$ cat config.mk
export PLATFORM = sky130hd
export DESIGN_NAME = issue_scheduler
export DESIGN_NICKNAME = d
export VERILOG_FILES = /design/src/rtl/issue_scheduler_pkg.sv /design/src/rtl/issue_pair_chk.sv /design/src/rtl/issue_scheduler.sv
export SDC_FILE = /design/constraint.sdc
export NUM_CORES = 1
export LEC_CHECK = 0
export ABC_AREA = 0
export CAP_MARGIN = 5
export CORE_MARGIN = 2
export CORE_UTILIZATION = 37
export DETAILED_ROUTE_END_ITERATION = 8
export GPL_ROUTABILITY_DRIVEN = 0
export PLACE_DENSITY = 0.88
export SYNTH_ARGS = -nofsm -noshare
export SYNTH_HDL_FRONTEND = slang
export SYNTH_SLANG_ARGS = --single-unit
export TNS_END_PERCENT = 30
$ cat constraint.sdc
create_clock -name clk -period 5.4 [get_ports clk]
set_input_delay 0.81 -clock clk [delete_from_list [all_inputs] [get_ports clk]]
set_output_delay 0.81 -clock clk [all_outputs]
set_load 0.02 [all_outputs]
$ cat src/rtl/issue_scheduler_pkg.sv
// Shared instruction-type encodings and FSM state type for the dual-issue scheduler.
package issue_scheduler_pkg;

    localparam logic [9:0] ITYPE_ALU = 10'h001;
    localparam logic [9:0] ITYPE_BR  = 10'h002;
    localparam logic [9:0] ITYPE_MUL = 10'h004;
    localparam logic [9:0] ITYPE_DIV = 10'h008;
    localparam logic [9:0] ITYPE_LD  = 10'h010;
    localparam logic [9:0] ITYPE_ST  = 10'h020;

    typedef enum logic {S_IDLE, S_DIV_BUSY} issue_state_t;

    // Types that only pipe B can execute and that may not pair with each other
    function automatic logic is_heavy(input logic [9:0] t);
        return |(t & (ITYPE_DIV | ITYPE_MUL | ITYPE_LD | ITYPE_ST));
    endfunction

endpackage

$ cat src/rtl/issue_pair_chk.sv
// Combinational check deciding whether slot1 may issue alongside slot0.
module issue_pair_chk
    import issue_scheduler_pkg::*;
(
    input  logic       s1_valid,
    input  logic [9:0] s0_type,
    input  logic [9:0] s1_type,
    input  logic [4:0] s0_rd,
    input  logic       s0_we,
    input  logic [4:0] s1_raddr1,
    input  logic [4:0] s1_raddr2,
    output logic       pair_ok
);

    logic fit;
    logic raw;
    logic both_heavy;

    always_comb begin
        fit        = (s0_type == ITYPE_ALU) || (s1_type == ITYPE_ALU);
        raw        = s0_we && (s0_rd != 5'd0)
                     && ((s0_rd == s1_raddr1) || (s0_rd == s1_raddr2));
        both_heavy = is_heavy(s0_type) && is_heavy(s1_type);
        pair_ok    = s1_valid && fit && !raw && !both_heavy;
    end

endmodule

$ cat src/rtl/issue_scheduler.sv
// Dual-issue scheduler: steering, load-use bubble, divider-busy FSM and watchdog.
// Optional perf counters are built when ISSUE_PERF_CNT_EN is defined.
module issue_scheduler
    import issue_scheduler_pkg::*;
#(
    parameter int DIV_MAX_CYC = 40
) (
    input  logic        clk,
    input  logic        rst,
    input  logic        s0_valid,
    input  logic        s1_valid,
    input  logic [9:0]  s0_type,
    input  logic [9:0]  s1_type,
    input  logic [4:0]  s0_raddr1,
    input  logic [4:0]  s0_raddr2,
    input  logic [4:0]  s1_raddr1,
    input  logic [4:0]  s1_raddr2,
    input  logic [4:0]  s0_rd,
    input  logic        s0_we,
    input  logic [4:0]  s1_rd,
    input  logic        s1_we,
    input  logic        flush_br,
    input  logic        stall_dcache,
    input  logic        div_done,
    output logic [1:0]  pop_cnt,
    output logic        swap,
    output logic        pipe_a_valid,
    output logic        pipe_b_valid,
    output logic        div_busy,
    output logic        div_timeout,
    output logic [31:0] perf_dual,
    output logic [31:0] perf_single,
    output logic [31:0] perf_bubble
);

    localparam int CW = $clog2(DIV_MAX_CYC + 1);

    issue_state_t state, state_nxt;
    logic [CW-1:0] div_cnt, cnt_nxt;
    logic          tmo_nxt;
    logic          ld_pend;
    logic [4:0]    ld_rd;
    logic          pair_ok;
    logic          can_issue;
    logic          lu_hit;
    logic          div_issue;
    logic          ld_issue;
    logic [4:0]    ld_rd_nxt;

    issue_pair_chk u_pair_chk (
        .s1_valid  (s1_valid),
        .s0_type   (s0_type),
        .s1_type   (s1_type),
        .s0_rd     (s0_rd),
        .s0_we     (s0_we),
        .s1_raddr1 (s1_raddr1),
        .s1_raddr2 (s1_raddr2),
        .pair_ok   (pair_ok)
    );

    always_comb begin
        pop_cnt      = 2'd0;
        swap         = 1'b0;
        pipe_a_valid = 1'b0;
        pipe_b_valid = 1'b0;
        can_issue    = !rst && s0_valid && !flush_br && !stall_dcache
                       && (state == S_IDLE);
        // A paired slot1 also counts as a would-issue consumer of ld_rd
        lu_hit       = ld_pend
                       && ((s0_raddr1 == ld_rd) || (s0_raddr2 == ld_rd)
                           || (pair_ok && ((s1_raddr1 == ld_rd)
                                           || (s1_raddr2 == ld_rd))));
        if (can_issue && !lu_hit) begin
            pop_cnt      = pair_ok ? 2'd2 : 2'd1;
            swap         = (s0_type != ITYPE_ALU);
            pipe_a_valid = pair_ok || (s0_type == ITYPE_ALU);
            pipe_b_valid = pair_ok || (s0_type != ITYPE_ALU);
        end
    end

    always_comb begin
        div_issue = (pop_cnt != 2'd0)
                    && ((s0_type == ITYPE_DIV)
                        || ((pop_cnt == 2'd2) && (s1_type == ITYPE_DIV)));
        ld_issue  = 1'b0;
        ld_rd_nxt = ld_rd;
        if ((pop_cnt != 2'd0) && (s0_type == ITYPE_LD)
            && s0_we && (s0_rd != 5'd0)) begin
            ld_issue  = 1'b1;
            ld_rd_nxt = s0_rd;
        end else if ((pop_cnt == 2'd2) && (s1_type == ITYPE_LD)
                     && s1_we && (s1_rd != 5'd0)) begin
            ld_issue  = 1'b1;
            ld_rd_nxt = s1_rd;
        end
    end

    always_comb begin
        state_nxt = state;
        cnt_nxt   = div_cnt;
        tmo_nxt   = 1'b0;
        unique case (state)
            S_IDLE: begin
                if (div_issue) begin
                    state_nxt = S_DIV_BUSY;
                    cnt_nxt   = '0;
                end
            end
            S_DIV_BUSY: begin
                if (div_done || flush_br) begin
                    state_nxt = S_IDLE;
                end else if (div_cnt == CW'(DIV_MAX_CYC - 1)) begin
                    state_nxt = S_IDLE;
                    tmo_nxt   = 1'b1;
                end else begin
                    cnt_nxt = div_cnt + 1'b1;
                end
            end
            default: state_nxt = S_IDLE;
        endcase
    end

    always_ff @(posedge clk or posedge rst) begin
        if (rst) begin
            state       <= S_IDLE;
            div_cnt     <= '0;
            div_busy    <= 1'b0;
            div_timeout <= 1'b0;
            ld_pend     <= 1'b0;
            ld_rd       <= 5'd0;
        end else begin
            state       <= state_nxt;
            div_cnt     <= cnt_nxt;
            div_busy    <= (state_nxt == S_DIV_BUSY);
            div_timeout <= tmo_nxt;
            if (flush_br) begin
                ld_pend <= 1'b0;
            end else if (!stall_dcache) begin
                ld_pend <= ld_issue;
                ld_rd   <= ld_rd_nxt;
            end
        end
    end

`ifdef ISSUE_PERF_CNT_EN
    always_ff @(posedge clk or posedge rst) begin
        if (rst) begin
            perf_dual   <= 32'd0;
            perf_single <= 32'd0;
            perf_bubble <= 32'd0;
        end else begin
            if (pop_cnt == 2'd2) perf_dual <= perf_dual + 32'd1;
            if (pop_cnt == 2'd1) perf_single <= perf_single + 32'd1;
            if (s0_valid && (pop_cnt == 2'd0) && !flush_br)
                perf_bubble <= perf_bubble + 32'd1;
        end
    end
`else
    assign perf_dual   = 32'd0;
    assign perf_single = 32'd0;
    assign perf_bubble = 32'd0;
`endif

endmodule

# --- Word-level counts from Yosys, hierarchy flattened ---
# Index checks and enable logic that the tools add are counted.
word_totals:
  input_bits: 59
  elab_cells: 94
  out_inout_bits: 103
  reg_bits: 14
classes:
  addsub: 1
  n_reduce_logical: 44
  muxes: 22
  eq_ne: 19
  n_bitwise: 3
ops:
  columns: ["op", "count"]
  rows:
  - ["equality test 5 bit", 6]
  - ["logical AND 1 bit", 21]
  - ["equality test 10 x 1 -> 1 bit (second input constant)", 2]
  - ["equality test 10 x 4 -> 1 bit (second input constant)", 2]
  - ["equality test 10 x 5 -> 1 bit (second input constant)", 2]
  - ["two-way mux 6 bit", 3]
  - ["two-way mux 1 bit", 13]
  - ["one-hot mux 6 bit (2 select lines)", 1]
  - ["two-way mux 5 bit", 2]
  - ["inequality test 10 x 1 -> 1 bit (second input constant)", 1]
  - ["nonzero test 5 bit", 2]
  - ["logical OR 1 bit", 9]
  - ["inequality test 2 bit (second input constant)", 4]
  - ["OR reduction 4 bit", 2]
  - ["adder 6 x 1 -> 6 bit (second input constant)", 1]
  - ["equality test 6 bit (second input constant)", 1]
  - ["logical NOT 1 bit", 6]
  - ["AND reduction 3 bit", 2]
  - ["two-way mux 2 bit", 2]
  - ["nonzero test 2 bit", 2]
  - ["inverter 1 bit", 3]
  - ["equality test 2 bit (second input constant)", 1]
  - ["one-hot mux 1 bit (2 select lines)", 1]

# --- Logic depth before layout (Yosys ltp) ---
logic_depth:
  ltp_word: 20
  mapped_depth: 9
  mapped_depth_nobuf: 7

# --- Modules after synthesis ---
# A second synthesis with hierarchy kept.
hier_totals:
  cells_unflattened: 251
  area_unflattened_um2: 2064.5
modules_own_cells:
  columns: ["mod", "n_inst", "seq_area_each_um2", "cells_each", "area_each_um2"]
  rows:
  - ["issue_scheduler", 1, 350.3, 225, 1871.8]
  - ["issue_pair_chk", 1, 0.0, 26, 192.7]

# --- Least setup slack after synthesis ---
# OpenSTA, ideal clock, no wires.
synth_timing:
  kind: "input port to output port"
  startpoint: "in s0_type[1]"
  endpoint: "out pipe_a_valid"
  setup_slack_ns: 2.481
  cell_stages: 5
  arrival_ns: 2.109
  t_required_ns: 4.590
  n_path_buf: 0
  cell_sequence: "nor4_1 nand4_1 a21oi_1 o21ai_1 a21oi_1"
synth_via:
  elab_chain_cells: 11
  elab_cells_between_ends: 12
  cone_classes: "eq/ne: 1; mux: 1; reduce/logical: 10"
synth_rtl:
  columns: ["element", "line", "source"]
  rows:
  - ["start: declaration", "issue_scheduler.sv:12", "input logic [9:0] s0_type,"]
  - ["equality test 10 x 1 -> 1 bit (*)", "issue_pair_chk.sv:20, issue_scheduler.sv:76", null]
  - ["logical OR 1 bit", "issue_pair_chk.sv:20", "fit = (s0_type == ITYPE_ALU) || (s1_type == ITYPE_ALU);"]
  - ["logical AND 1 bit (3 in series)", "issue_pair_chk.sv:24", "pair_ok = s1_valid && fit && !raw && !both_heavy;"]
  - ["logical AND 1 bit", "issue_scheduler.sv:71", "|| (pair_ok && ((s1_raddr1 == ld_rd)"]
  - ["logical OR 1 bit", "issue_scheduler.sv:71", null]
  - ["logical AND 1 bit", "issue_scheduler.sv:70", "&& ((s0_raddr1 == ld_rd) || (s0_raddr2 == ld_rd)"]
  - ["logical NOT 1 bit", "issue_scheduler.sv:73", "if (can_issue && !lu_hit) begin"]
  - ["logical AND 1 bit", "issue_scheduler.sv:73", null]
  - ["two-way mux 1 bit (*)", "issue_scheduler.sv:73", null]
  - ["end: declaration", "issue_scheduler.sv:27", "output logic pipe_a_valid,"]
# Every way passes the cells marked *; elsewhere a longest branch is shown, timed or not.

# --- Worst setup path after layout ---
layout_timing:
  startpoint: "in s0_type[5]"
  endpoint: "out pipe_a_valid"
layout_via:
  elab_chain_cells: 11
  elab_cells_between_ends: 15
  cone_classes: "eq/ne: 1; mux: 1; reduce/logical: 13"
layout_rtl:
  columns: ["element", "line"]
  rows:
  - ["equality test 10 x 1 -> 1 bit", "issue_pair_chk.sv:20, issue_scheduler.sv:76"]
  - ["logical OR 1 bit", "issue_pair_chk.sv:20"]
  - ["logical AND 1 bit (3 in series)", "issue_pair_chk.sv:24"]
  - ["logical AND 1 bit", "issue_scheduler.sv:71"]
  - ["logical OR 1 bit", "issue_scheduler.sv:71"]
  - ["logical AND 1 bit", "issue_scheduler.sv:70"]
  - ["logical NOT 1 bit", "issue_scheduler.sv:73"]
  - ["logical AND 1 bit", "issue_scheduler.sv:73"]
  - ["two-way mux 1 bit (*)", "issue_scheduler.sv:73"]
# Marks and branches as above.

==> impl_results.md <==
* CTS max path bufs at 2
* Vias per cell at ~4.2
* H-tree lvl count at 1
* CTS Buf Count at 3
* Crit path kind: input pin to primary output
* Least-Margin Pin Slew at roughly 1.2 ns
* Max stage delay on crit path at ~0.63 ns
* Area fraction of the dominant cell type after synthesis at between 30% and 40%
* 1st-iter DRT viols at 36
* Hold Path Sink: div_cnt[0]
* WL/cell at roughly 12 um
* Inserted Diodes at 0
* Final Critical Period at 4.027 ns
* GR Overflow Total at 0
* Dpl cells at 377
* Synth Warn # at 0
* Most common flop cell mapped by yosys: dfrtp_1
* Final Hold Fails at 0
* CP Capture Type: primary output
* Seq pwr share at between 30% and 40%
* DRC viols at 0
* Root Buffer: clkbuf_8
* Critical path depth at 7
* Data arrival, critical path at 3.22 ns
* Avg Inst Size Synth at about 8.3 sq um
* Post-CTS Hold Fix Bufs at 0
* Peak VDD IR at 0.07293 mV
* Req. time, crit path at 4.59 ns
* Cell count after synthesis at between 200 and 250
* TritonCTS Sinks at 14
* Finished Cell Area at 2441 sq um
* Combinational group share of total power at about 40%
* First-pass GRT wire length at 6534 um
* I/O pin count at roughly 160
* PortBufs at 65
* R2R Setup Slk at between 2 and 2.5 ns
* Post-CTS resize count at 0
* Final nets at 370
* Worst setup SP type: input pin
* Ys async rst share at 100.0%
* Vias in the first global route at between 1000 and 1500
* Largest net degree at the start of global routing at 16
* Final WL at around 4500 um
* Reg2reg end: ld_rd[1]
* F_max at 248.3 MHz
* Starting Density at 37.98%
* Final period utilization at 74.57%
* WP buf/inv at 2
* Die W at a little under 80 um
* Synth cell count leaders: 102 x buf_4, 21 x xnor2_1, 14 x dfrtp_1, 14 x nor2_1
* Most frequent cell after synthesis: buf_4
* Post-synthesis cell area at around 2100 sq um
* Clock Latency Late Sink at 0.25 ns
* CP delay by family, top: buffers and inverters
* Core ar. at between 5000 and 6000 sq um
* Outcome: complete, no violations
* Relative slew margins at 19.59%
* Die area at 6197 sq um
* Pint at 220.3 uW
* CTS tree: yes
* CP max stage cell: clkdlybuf4s50_1
* Clock Skew at roughly 0.0032 ns
* Total power draw at 348.4 uW
* Post-DP HPWL at roughly 3900 um
* Area leader, netlist: buf_4
* PwrDens at between 100 and 150 nW/um^2
* Initial antenna violation count at 0
* Tot GR Track Use at a little over an eighth
* Reg-to-reg startpoint: ld_rd[2]
* CP max FO at 5
* Setup-failing EPs final at 0
* Sw power at about 130 uW
* Hold Path Origin: div_cnt[0]
* Vias post-DR at about 1600
* Leak at approximately 0.0011 uW
* RSZ-0062 raised after global routing: no
* Yosys cell types at 39
* #FFs+latches synth at 14
* ANT nets after route at 0
* Switch share at around 37%
* Hold WS at ~0.54 ns
* Reg2reg path depth at 7
* Reg clk slew, reported paths at roughly 0.060 ns
* Final cell count without fillers at around 380
* Area Growth Syn to Fin at 18.17%
* Crit path cell chain: clkdlybuf4s50_1, nor4_1, nand4_1, a21oi_1, o21ai_1, a21oi_1, clkdlybuf4s50_1
* Rows at 27
* Drt first pass iters at 4
* Post-synth EDFFs at 0
* Share of total power in the clock network at between 20% and 30%
* Ratio of cells with drive above 1 in the final layout at under 10%
* Pins over their slew limit at 0
* Hold Path Cell Cnt at 1
* Placed instance area at ~2400 sq um
* Max cap viols at 0
* Area contributors post-synth: buf_4 37%, dfrtp_1 17%, xnor2_1 8.9%, xor2_1 4.7%, mux2_4 3.6%
* Sequential area share after synthesis at between 10% and 20%
* Class of the worst hold path: flop to flop
* Setup_tns at 0 ns
* Die Height at slightly below 80 um
* Post-CTS Setup Inserts at 0
==> sequential cells by signal, summed over array words and instances, names as in the netlist <==
register     flops
div_cnt          6
ld_rd            5
div_timeout      1
ld_pend          1
state            1
==> through the flow <==
step                      utilization, %  setup WS (ns)
after floorplan                        -          2.481
after global placement             43.87          1.429
after detailed placement           43.87          1.237
after CTS                          44.88          1.391
after global routing               44.88          1.194
final                              44.88          1.373
==> layout make-up <==
cell class                      instances  area (sq um)
Clock buffer                            4         55.05
Fill cell                             548          2998
Inverter                                4         15.01
Multi-Input combinational cell        222          1280
Sequential cell                        14         350.3
Tap cell                               72         90.09
Timing Repair Buffer                   65         650.6
==> per-layer routing <==
layer / routed length, um / track usage (%) / up-vias / share of wire, %
li1: - / - / 764 / -
met1: 1697 / 14.53 / 736 / 38
met2: 2342 / 24.53 / 94 / 52
met3: 449 / 4.318 / 5 / 9.9
met4: 36 / 3.509 / 0 / 0.80
met5: 0 / 0 / - / 0
==> power groups by stage <==
stage / sequential, uW / combinational [uW] / clock [uW]
3_5_place_dp: 107 / 138 / 0
6_report: 105 / 139 / 104
5_1_grt: 105 / 150 / 112
2_1_floorplan: 107 / 136 / 0
3_3_place_gp: 107 / 137 / 0
4_1_cts: 105 / 139 / 106
==> cells in the final DEF (no fill, tap or decap), types with 5 or more instances in the layout <==
cell,Yosys,final
clkdlybuf4s50_1,0,65
xor2_1,11,11
nor2_1,14,14
dfrtp_1,14,14
xnor2_1,21,21
mux2_4,5,5
nand3_1,11,11
mux2_2,5,5
conb_1,1,96
nor4_1,6,6
nand2_1,10,10
==> worst max-delay path by stage <==
stage | start | to | slack [ns]
6_report | s0_type[5] | pipe_a_valid | 1.37
5_1_grt | s0_type[5] | ld_rd[1] | 1.19
4_1_cts | s0_type[5] | pipe_b_valid | 1.39
3_5_place_dp | s0_type[5] | ld_rd[1] | 1.24
3_3_place_gp | s0_type[5] | ld_rd[3] | 1.43
2_1_floorplan | s0_type[1] | pipe_a_valid | 2.48
==> worst reg2reg max path: stages, from the launching register on <==
cell and delay [ns]:
dfrtp_1 0.50, xnor2_1 0.19, nand3_1 0.10, o22ai_1 0.13
o21ai_0 0.18, nor4bb_1 1.02, mux2_2 0.43, mux2_4 0.26
==> cell families after synthesis <==
group           count (synthesis)  synth area share, %
buf+inv                       107                38.34
simple gates                   61                15.93
xor+xnor                       32                13.57
compound gates                 22                8.055
flops                          14                16.96
mux                            10                6.359
fa+ha+maj                       1               0.6056
other cells                     1               0.1815
No activity file was read; power rests on OpenSTA's default activity.
